==> src/rtl/nvram_pkg.sv <==
// nvram_pkg: shared types and default constants for the NVRAM upload server.
package nvram_pkg;

  localparam logic [7:0]  NV_INDEX_DEF  = 8'd4;
  localparam logic [23:0] QUIET_CYC_DEF = 24'd10_000_000;

  typedef enum logic [2:0] {
    IDLE       = 3'd0,
    PAUSE_WAIT = 3'd1,
    READY      = 3'd2,
    FETCH      = 3'd3,
    WRITE      = 3'd4
  } nv_state_e;

endpackage

==> src/rtl/nvram_dirty_timer.sv <==
// nvram_dirty_timer: snoops CPU writes into the NVRAM window, tracks a dirty
// flag and raises a one-cycle autosave request once the RAM has been quiet.
module nvram_dirty_timer
  import nvram_pkg::*;
#(
  parameter int          NV_AW     = 10,
  parameter logic [15:0] NV_BASE   = 16'hC000,
  parameter logic [23:0] QUIET_CYC = QUIET_CYC_DEF
) (
  input  logic        clk_sys,
  input  logic        rst_n,
  input  logic        cpu_wr,
  input  logic [15:0] cpu_addr,
  input  logic        count_en,
  input  logic        save_done,
  output logic        upload_req
);

  logic [15:0] offset;
  logic        hit;
  logic        dirty_q, dirty_d;
  logic [23:0] cnt_q, cnt_d;
  logic        req_q, req_d;

  // 16-bit wrap makes addresses below the base land far outside the window
  assign offset = cpu_addr - NV_BASE;
  assign hit    = cpu_wr && ((offset >> NV_AW) == 16'd0);

  // Next-state: a hit always wins, including over the terminal count
  always_comb begin
    dirty_d = dirty_q;
    cnt_d   = cnt_q;
    req_d   = 1'b0;
    if (hit) begin
      dirty_d = 1'b1;
      cnt_d   = '0;
    end else if (save_done) begin
      dirty_d = 1'b0;
      cnt_d   = '0;
    end else if (dirty_q && count_en && (cnt_q != QUIET_CYC)) begin
      cnt_d = cnt_q + 24'd1;
      req_d = ((cnt_q + 24'd1) == QUIET_CYC);
    end
  end

  // Dirty flag, saturating quiet counter and request pulse
  always_ff @(posedge clk_sys or negedge rst_n) begin
    if (!rst_n) begin
      dirty_q <= 1'b0;
      cnt_q   <= '0;
      req_q   <= 1'b0;
    end else begin
      dirty_q <= dirty_d;
      cnt_q   <= cnt_d;
      req_q   <= req_d;
    end
  end

  assign upload_req = req_q;

endmodule

==> src/rtl/nvram_upload_server.sv <==
// nvram_upload_server: serves HPS ioctl upload reads of the battery/hiscore
// RAM window, pausing the CPU while the RAM port is borrowed.
// Optional restore (download into the window) under NVRAM_SERVER_RESTORE_EN.
//
// state      | meaning
// IDLE       | not selected; CPU runs, autosave timer may count
// PAUSE_WAIT | pause requested, HPS held off until CPU acknowledges
// READY      | CPU halted, accepting ioctl_rd (and ioctl_wr on restore)
// FETCH      | waiting out RAM read latency, wait held high
// WRITE      | one-cycle RAM write in flight (restore only)
module nvram_upload_server
  import nvram_pkg::*;
#(
  parameter logic [7:0]  NV_INDEX  = NV_INDEX_DEF,
  parameter int          NV_AW     = 10,
  parameter logic [15:0] NV_BASE   = 16'hC000,
  parameter int          RAM_LAT   = 2,
  parameter logic [23:0] QUIET_CYC = QUIET_CYC_DEF
) (
  input  logic             clk_sys,
  input  logic             RESET_n,
  input  logic             ioctl_upload,
`ifdef NVRAM_SERVER_RESTORE_EN
  input  logic             ioctl_download,
  input  logic             ioctl_wr,
  input  logic [7:0]       ioctl_dout,
`endif
  input  logic [7:0]       ioctl_index,
  input  logic             ioctl_rd,
  input  logic [24:0]      ioctl_addr,
  output logic [7:0]       ioctl_din,
  output logic             ioctl_wait,
  output logic             ioctl_upload_req,
  input  logic             autosave,
  input  logic             cpu_wr,
  input  logic [15:0]      cpu_addr,
  output logic             pause_req,
  input  logic             paused,
  output logic [NV_AW-1:0] nv_addr,
  input  logic [7:0]       nv_q,
  output logic             nv_we,
  output logic [7:0]       nv_d
);

  logic [1:0]       rst_sync_q;
  logic             rst_n;
  logic             sel, sel_q, sel_rise, sel_fall, in_win, save_done;
  nv_state_e        state_q, state_d;
  logic             wait_q, wait_d, pause_q, pause_d;
  logic [7:0]       din_q, din_d;
  logic [NV_AW-1:0] addr_q, addr_d;
  logic [1:0]       cnt_q, cnt_d;
`ifdef NVRAM_SERVER_RESTORE_EN
  logic             we_q, we_d;
  logic [7:0]       nvd_q, nvd_d;
`endif

  // Reset synchroniser: assert immediately, release on a clock edge
  always_ff @(posedge clk_sys or negedge RESET_n) begin
    if (!RESET_n) rst_sync_q <= 2'b00;
    else          rst_sync_q <= {rst_sync_q[0], 1'b1};
  end
  assign rst_n = rst_sync_q[1];

`ifdef NVRAM_SERVER_RESTORE_EN
  assign sel = (ioctl_upload || ioctl_download) && (ioctl_index == NV_INDEX);
`else
  assign sel = ioctl_upload && (ioctl_index == NV_INDEX);
`endif
  assign sel_rise = sel && !sel_q;
  assign sel_fall = !sel && sel_q;
  assign in_win   = ((ioctl_addr >> NV_AW) == 25'd0);

  // FSM next-state; losing select abandons whatever is in flight
  always_comb begin
    state_d   = state_q;
    wait_d    = wait_q;
    pause_d   = pause_q;
    din_d     = din_q;
    addr_d    = addr_q;
    cnt_d     = cnt_q;
    save_done = 1'b0;
`ifdef NVRAM_SERVER_RESTORE_EN
    we_d      = 1'b0;
    nvd_d     = nvd_q;
`endif
    if (sel_fall) begin
      state_d   = IDLE;
      wait_d    = 1'b0;
      pause_d   = 1'b0;
      cnt_d     = '0;
      save_done = 1'b1;
    end else begin
      case (state_q)
        IDLE: if (sel_rise) begin
          pause_d = 1'b1;
          wait_d  = 1'b1;
          state_d = PAUSE_WAIT;
        end
        PAUSE_WAIT: if (paused) begin
          wait_d  = 1'b0;
          state_d = READY;
        end
        READY: begin
          if (ioctl_rd) begin
            if (in_win) begin
              addr_d  = ioctl_addr[NV_AW-1:0];
              wait_d  = 1'b1;
              cnt_d   = 2'(RAM_LAT);
              state_d = FETCH;
            end else begin
              din_d = 8'hFF;
            end
          end
`ifdef NVRAM_SERVER_RESTORE_EN
          else if (ioctl_wr && in_win) begin
            addr_d  = ioctl_addr[NV_AW-1:0];
            nvd_d   = ioctl_dout;
            we_d    = 1'b1;
            wait_d  = 1'b1;
            state_d = WRITE;
          end
`endif
        end
        FETCH: begin
          if (cnt_q == 2'd0) begin
            din_d   = nv_q;
            wait_d  = 1'b0;
            state_d = READY;
          end else begin
            cnt_d = cnt_q - 2'd1;
          end
        end
        WRITE: begin
          wait_d  = 1'b0;
          state_d = READY;
        end
        default: state_d = IDLE;
      endcase
    end
  end

  // FSM state and registered outputs
  always_ff @(posedge clk_sys or negedge rst_n) begin
    if (!rst_n) begin
      state_q <= IDLE;
      sel_q   <= 1'b0;
      wait_q  <= 1'b0;
      pause_q <= 1'b0;
      din_q   <= '0;
      addr_q  <= '0;
      cnt_q   <= '0;
`ifdef NVRAM_SERVER_RESTORE_EN
      we_q    <= 1'b0;
      nvd_q   <= '0;
`endif
    end else begin
      state_q <= state_d;
      sel_q   <= sel;
      wait_q  <= wait_d;
      pause_q <= pause_d;
      din_q   <= din_d;
      addr_q  <= addr_d;
      cnt_q   <= cnt_d;
`ifdef NVRAM_SERVER_RESTORE_EN
      we_q    <= we_d;
      nvd_q   <= nvd_d;
`endif
    end
  end

  assign ioctl_din  = din_q;
  assign ioctl_wait = wait_q;
  assign pause_req  = pause_q;
  assign nv_addr    = addr_q;
`ifdef NVRAM_SERVER_RESTORE_EN
  assign nv_we = we_q;
  assign nv_d  = nvd_q;
`else
  assign nv_we = 1'b0;
  assign nv_d  = 8'd0;
`endif

  nvram_dirty_timer #(
    .NV_AW     (NV_AW),
    .NV_BASE   (NV_BASE),
    .QUIET_CYC (QUIET_CYC)
  ) u_timer (
    .clk_sys    (clk_sys),
    .rst_n      (rst_n),
    .cpu_wr     (cpu_wr),
    .cpu_addr   (cpu_addr),
    .count_en   (autosave && (state_q == IDLE)),
    .save_done  (save_done),
    .upload_req (ioctl_upload_req)
  );

endmodule

==> config.mk <==
export PLATFORM = sky130hd
export DESIGN_NAME = nvram_upload_server
export DESIGN_NICKNAME = d
export VERILOG_FILES = /design/src/rtl/nvram_pkg.sv /design/src/rtl/nvram_dirty_timer.sv /design/src/rtl/nvram_upload_server.sv
export SDC_FILE = /design/constraint.sdc
export NUM_CORES = 1
export LEC_CHECK = 0
export BUFFER_PORTS_ARGS = -buffer_cell sky130_fd_sc_hd__buf_2
export CAP_MARGIN = 20
export CORE_MARGIN = 4
export CORE_UTILIZATION = 52
export CTS_CLUSTER_SIZE = 20
export DETAILED_ROUTE_END_ITERATION = 16
export GPL_TIMING_DRIVEN = 0
export PLACE_DENSITY = 0.91
export SYNTH_ARGS = -nofsm -noshare
export SYNTH_HDL_FRONTEND = slang
export SYNTH_SLANG_ARGS = --single-unit
==> constraint.sdc <==
create_clock -name clk_sys -period 2.08 [get_ports clk_sys]
set_input_delay 0.312 -clock clk_sys [delete_from_list [all_inputs] [get_ports clk_sys]]
set_output_delay 0.312 -clock clk_sys [all_outputs]
set_load 0.03 [all_outputs]
After elaboration in Yosys (flattened, before gate mapping)
Cells that the tools add are included.
{"block": "word_totals", "wordCells": 91, "input_bits": 64, "ff_bits": 54}
{"block": "op_classes", "reduce_logical": 26, "add_sub_neg": 3, "n_mux": 34, "n_eq_ne": 16, "bitwise_logic": 1}
{"op": "two-way mux 24 bit", "count": 3}
{"op": "zero test 25 bit", "count": 1}
{"op": "adder 24 x 1 -> 24 bit (second input constant)", "count": 1}
{"op": "== test 24 bit (second input constant)", "count": 1}
{"op": "two-way mux 8 bit", "count": 3}
{"op": "inequality test 24 bit (second input constant)", "count": 1}
{"op": "two-way mux 3 bit", "count": 6}
{"op": "inequality test 3 bit (second input constant)", "count": 6}
{"op": "zero test 16 bit", "count": 1}
{"op": "case mux 8 bit (2 select lines)", "count": 1}
{"op": "subtractor 16 bit (second input constant)", "count": 1}
{"op": "case mux 3 bit (5 select lines)", "count": 1}
{"op": "two-way mux 1 bit", "count": 14}
{"op": "AND reduction 5 bit", "count": 2}
{"op": "== test 8 x 3 -> 1 bit (second input constant)", "count": 1}
{"op": "two-way mux 2 bit", "count": 4}
{"op": "AND reduction 4 bit", "count": 2}
{"op": "nonzero test 2 bit", "count": 4}
{"op": "logical AND 1 bit", "count": 7}
{"op": "== test 3 x 2 -> 1 bit (second input constant)", "count": 2}
{"op": "inequality test 2 bit (second input constant)", "count": 3}
{"op": "AND reduction 6 bit", "count": 1}
{"op": "nonzero test 3 bit", "count": 2}
{"op": "nonzero test 6 bit", "count": 1}
{"op": "other kinds (10)", "count": 11}

Depth between registers and ports, before layout
{"block": "logic_depth", "depth_word": 7, "depth_mapped": 10}

By module
A second synthesis with hierarchy kept.
{"block": "unflattened", "hier_cells": 341, "area_unflattened_um2": 3280.6}
{"module": "nvram_dirty_timer", "n_inst": 1, "cells_each": 216, "area_each_um2": 1869.3}
{"module": "nvram_upload_server", "n_inst": 1, "cells_each": 125, "area_each_um2": 1411.4}

Worst setup path before layout
OpenSTA, ideal clock, no wires.
{"block": "synth_path", "kind": "flip-flop to flip-flop", "start": "register u_timer.cnt_q[9]", "end": "register u_timer.req_q, in the netlist u_timer.upload_req", "slack_ns": -0.177, "path_stages_with_launch": 7, "t_arrival_ns": 2.161, "setup_ns": 0.096, "required_time_ns": 1.984, "synth_period_minus_slack_ns": 2.257, "path_cell_list": "dfrtp_1 > nand4_2 > or4_4 > nor4_2 > o22ai_1 > or4b_1 > nor4_2"}
{"block": "synth_via", "elab_chain_cells": 5}
{"item": "start: declaration", "line_no": "nvram_dirty_timer.sv:22", "rtl": "logic [23:0] cnt_q, cnt_d;"}
{"item": "start signal: assignment", "line_no": "nvram_dirty_timer.sv:54", "rtl": "cnt_q <= cnt_d;"}
{"item": "adder 24 x 1 -> 24 bit / inequality test 24 bit (equally long branches)", "line_no": "nvram_dirty_timer.sv:42, nvram_dirty_timer.sv:40"}
{"item": "== test 24 bit / logical AND 1 bit (equally long branches)", "line_no": "nvram_dirty_timer.sv:42, nvram_dirty_timer.sv:40"}
{"item": "two-way mux 1 bit *", "line_no": "nvram_dirty_timer.sv:40", "rtl": "end else if (dirty_q && count_en && (cnt_q != QUIET_CYC)) begin"}
{"item": "two-way mux 1 bit *", "line_no": "nvram_dirty_timer.sv:37", "rtl": "end else if (save_done) begin"}
{"item": "two-way mux 1 bit *", "line_no": "nvram_dirty_timer.sv:34", "rtl": "if (hit) begin"}
{"item": "via u_timer.req_d", "line_no": "nvram_dirty_timer.sv:23", "rtl": "logic req_q, req_d;"}
{"item": "end signal: assignment", "line_no": "nvram_dirty_timer.sv:55", "rtl": "req_q <= req_d;"}
{"item": "end: declaration", "line_no": "nvram_dirty_timer.sv:23"}
The timed path passes the listed nets; every way through them passes the cells marked *.
A chain may end at the register's enable or synchronous reset.

Worst setup path after layout
{"block": "layout_path", "start": "register u_timer.cnt_q[1]", "end": "register u_timer.req_q, in the netlist u_timer.upload_req"}
Same word-level chain as after synthesis.

==> impl_summary.log <==
INFO  metric status = complete, but fails checks
INFO  metric failed_checks = negative setup slack
INFO  metric power_per_cell_area = 830.5 nW/um2
INFO  metric vdd_ir_drop_max = 0.0006739 V
INFO  metric globalplace.congestion = 0.9439
INFO  metric rows = 27
INFO  metric layout_worst_path_cycle_share = 1.106
INFO  metric synth_enable_flop_cells = 0
INFO  metric grt_max_degree = 40
INFO  metric setup_slack_reg_to_reg = -0.22 ns
INFO  metric antenna_cells_inserted = 0
INFO  metric most-common-layout-cells = buf_2 (74), nor2_1 (48), dfrtp_1 (42)
INFO  metric timing.critical_path.required = 2.30 ns
INFO  metric critPathMaxStageDelay = 0.56 ns
INFO  metric avgRoutedWirePerCell = 16.38 um
INFO  metric power.switching_fraction = 0.3570
INFO  metric htree_levels = 2
INFO  metric timing.critical_path.cells = ha_2 > nand4_1 > nor4_1 > nand2_1 > a21oi_1 > a21oi_1 > nor4_2
INFO  metric tritoncts = done
INFO  metric die_width = 84.55 um
INFO  metric drt_pass1_iterations = 5
INFO  metric detail-route-antenna-nets = 0
INFO  metric cts-buffers-inserted = 5
INFO  metric p_seq_frac = 0.396
INFO  metric final_layout_size_suffix_gt1_frac = 0.4050
INFO  metric yosysWarningCount = 0
INFO  metric multi_input_area = 1697 um2
INFO  metric total_routing_resource_utilization_after_global_routing = 0.2152
INFO  metric ys_dominant_reg_cell = dfrtp_1
INFO  metric synth.largest_area_cell = dfrtp_1
INFO  metric setup_repair_after_global_routing_missed_its_margin = yes
INFO  metric worstSkewPairLatency = 0.32 ns
INFO  metric finalNetCount = 505
INFO  metric maxCapViolCount = 0
INFO  metric endpoint_kind = register
INFO  metric synth.area.top_cells = dfrtp_1 (44%), nor2_1 (6.3%), xor2_1 (5.7%)
INFO  metric antenna_found_initial = 0
INFO  metric worst_pin_slew = 0.7009 ns
INFO  metric route.detailed.vias_per_inst = 5.790
INFO  metric hpwlAfterDp = 5.287 mm
INFO  metric final-instance-count-excl-fill = 509
INFO  metric yosysTopAreaCellShare = 0.4353
INFO  metric seq_area_frac_synth = 0.4353
INFO  metric p_clk_frac = 0.248
INFO  metric hold_violations = 0
INFO  metric timing_worst_setup_path_type = register to register
INFO  metric area_growth = 33.22%
INFO  metric setup_viol = 2
INFO  metric power.net_switching = 1.203 mW
INFO  metric timing.hold.ws = 0.1733 ns
INFO  metric floorplan.die_area = 7148 um2
INFO  metric grt_remaining_overflow = 0
INFO  metric timing.critical_path.mode_cell = a21oi_1
INFO  metric start_point_of_the_critical_path = u_timer.cnt_q[1]$_DFFE_PN0P_
INFO  metric root_buffer_selected_by_cts = clkbuf_8
INFO  metric finalWirelength = 8.337 mm
INFO  metric leakage_power = 1.944 nW
INFO  metric fillers = 380
INFO  metric detailedRoute.firstIterationViolations = 292
INFO  metric regArea = 1340 um2
INFO  metric mostFrequentLayoutCell = buf_2
INFO  metric slew_violations = 0
INFO  metric hold_class = register to asynchronous set/reset pin
INFO  metric r2r_start = u_timer.cnt_q[1]$_DFFE_PN0P_
INFO  metric fp.coreArea = 5608 um2
INFO  metric drc_errors = 0
INFO  metric numClockSinks = 53
INFO  metric clk_transition_reported_paths = 0.10 ns
INFO  metric io-pin-count = 94
INFO  metric synthDistinctLibCells = 47
INFO  metric placed_cells = 486
INFO  metric cp_slowest_cell = nor4_1
INFO  metric postSynthAreaPerCell = 9.204 um2
INFO  metric timing.clock.skew = 0.01207 ns
INFO  metric critPathLaunchType = register
INFO  metric r2r.worst_path.cells = 7
INFO  metric ctsLongestPathBuffers = 2
INFO  metric worst_slew_margin_rel = 0.5284
INFO  metric floorplan.initialDensity = 0.5433
INFO  metric critPathMaxFanout = 10
INFO  metric intPower = 2.167 mW
INFO  metric ys_seq_elements = 53
INFO  metric period_needed = 2.300 ns
INFO  metric post-layout-total-power = 3.371 mW
INFO  metric async_flop_share = 1.000
INFO  metric setup_ws = -0.2204 ns
INFO  metric maxClockFrequency = 0.4347 GHz
INFO  metric power_frac_comb = 0.355
INFO  metric rr_endpoint = u_timer.upload_req$_DFF_PN0_
INFO  metric detailroute.via_count = 2947
INFO  metric post-route-util = 0.7238
INFO  metric die_y = 84.55 um
INFO  metric setup_total_negative_slack = -0.2279 ns
INFO  metric port_buffers = 74
INFO  metric synthesis.instances = 331
INFO  metric worst_ep_arrival_time = 2.52 ns
INFO  metric vias_in_the_first_global_route = 2888
INFO  metric grt_first_pass_wirelength = 12.63 mm
INFO  metric cell_area_synth = 3047 um2
-- critical path, delay by kind of cell (launching register included) --
kind | cells | cell delay [ns]
AOI/OAI and AO/OA | 2 | 0.24
adders and majority gates | 1 | 0.37
DFF | 1 | 0.46
and+or+nand+nor | 4 | 1.14
-- cell families after synthesis --
logic type | after synthesis | share of synthesized area
adders and majority gates | 5 | 0.02053
buffers and inverters | 38 | 0.06776
AOI/OAI and AO/OA | 39 | 0.07639
DFF | 53 | 0.4353
other | 2 | 0.002465
xor gates and xnor gates | 27 | 0.07762
muxes | 13 | 0.04723
and+or+nand+nor | 154 | 0.2727
-- state kept, by name, indices dropped and copies added (netlist names) --
signal	cells
u_timer.cnt_q	24
nv_addr	10
ioctl_din	8
cnt_q	2
rst_sync_q	2
state_q	2
ioctl_wait	1
pause_req	1
sel_q	1
u_timer.dirty_q	1
u_timer.upload_req	1
-- synth_stat cells, types with 2 or more instances --
master and n:
nand3_1 14, o21ai_0 6, xnor2_1 7, nand4_2 2, a21boi_0 2, xor2_1 20
nor3b_1 4, nor2b_1 2, nor4_1 8, mux2_2 11, nand2_1 25, nor4_2 2
nand2b_1 3, buf_4 11, and3_2 5, a21oi_1 23, buf_6 3, nand4_1 15
nor3_1 3, inv_1 12, or3_1 3, and4_1 5, mux2i_1 2, and3_1 2
conb_1 2, ha_1 5, clkbuf_1 12, dfrtp_1 53, nor2_1 51
-- layer usage --
metal / routed length (um) / track usage / part of all wire / vias up
met3: 623 / 0.05005 / 0.075 / 44
li1: - / - / - / 1348
met4: 371 / 0.1180 / 0.045 / 0
met1: 3158 / 0.2610 / 0.38 / 1390
met2: 4185 / 0.3530 / 0.50 / 165
met5: 0 / 0 / 0 / -
-- power by group through the flow --
stage | Sequential, mW | Combinational, mW | Clock (mW)
after detailed placement | 1.31 | 0.953 | 0
final | 1.34 | 1.20 | 0.837
after global routing | 1.36 | 1.31 | 0.886
after floorplan | 1.37 | 0.629 | 0
after CTS | 1.30 | 1.04 | 0.848
after global placement | 1.32 | 0.902 | 0
-- stage by stage --
step	cell area, um2	setup slack, ns
after floorplan	3098	0.006103
after global placement	3558	-0.3308
after detailed placement	3580	-0.4036
after CTS	3852	-0.09960
after global routing	4059	-0.2249
final	4059	-0.2204
-- what timing repair did --
action,CTS,global route
gates cloned,0,1
pin swaps,3,15
resized for setup,19,35
hold buffers,1,0
hold endpoints to repair,2,0
buffers inserted,9,7
setup endpoints to repair,33,43
-- how the worst max path moves through the flow --
stage,to,cells after the start
detailed placement,ioctl_din[5]$_DFFE_PN0P_,11
CTS,u_timer.upload_req$_DFF_PN0_,7
global placement,u_timer.cnt_q[20]$_DFFE_PN0P_,8
floorplan,u_timer.upload_req$_DFF_PN0_,7
global route,u_timer.upload_req$_DFF_PN0_,6
finish,u_timer.upload_req$_DFF_PN0_,7
-- layout make-up --
type	instances	area share
buffer	23	0.04624
clock buffer	5	0.01695
clock inverter	3	0.01695
inverter	12	0.01110
multi-input combinational	248	0.4180
sequential	53	0.3301
tap	72	0.02219
timing repair buffer	93	0.1384
Note: power is estimated with default switching activity, not from simulation.
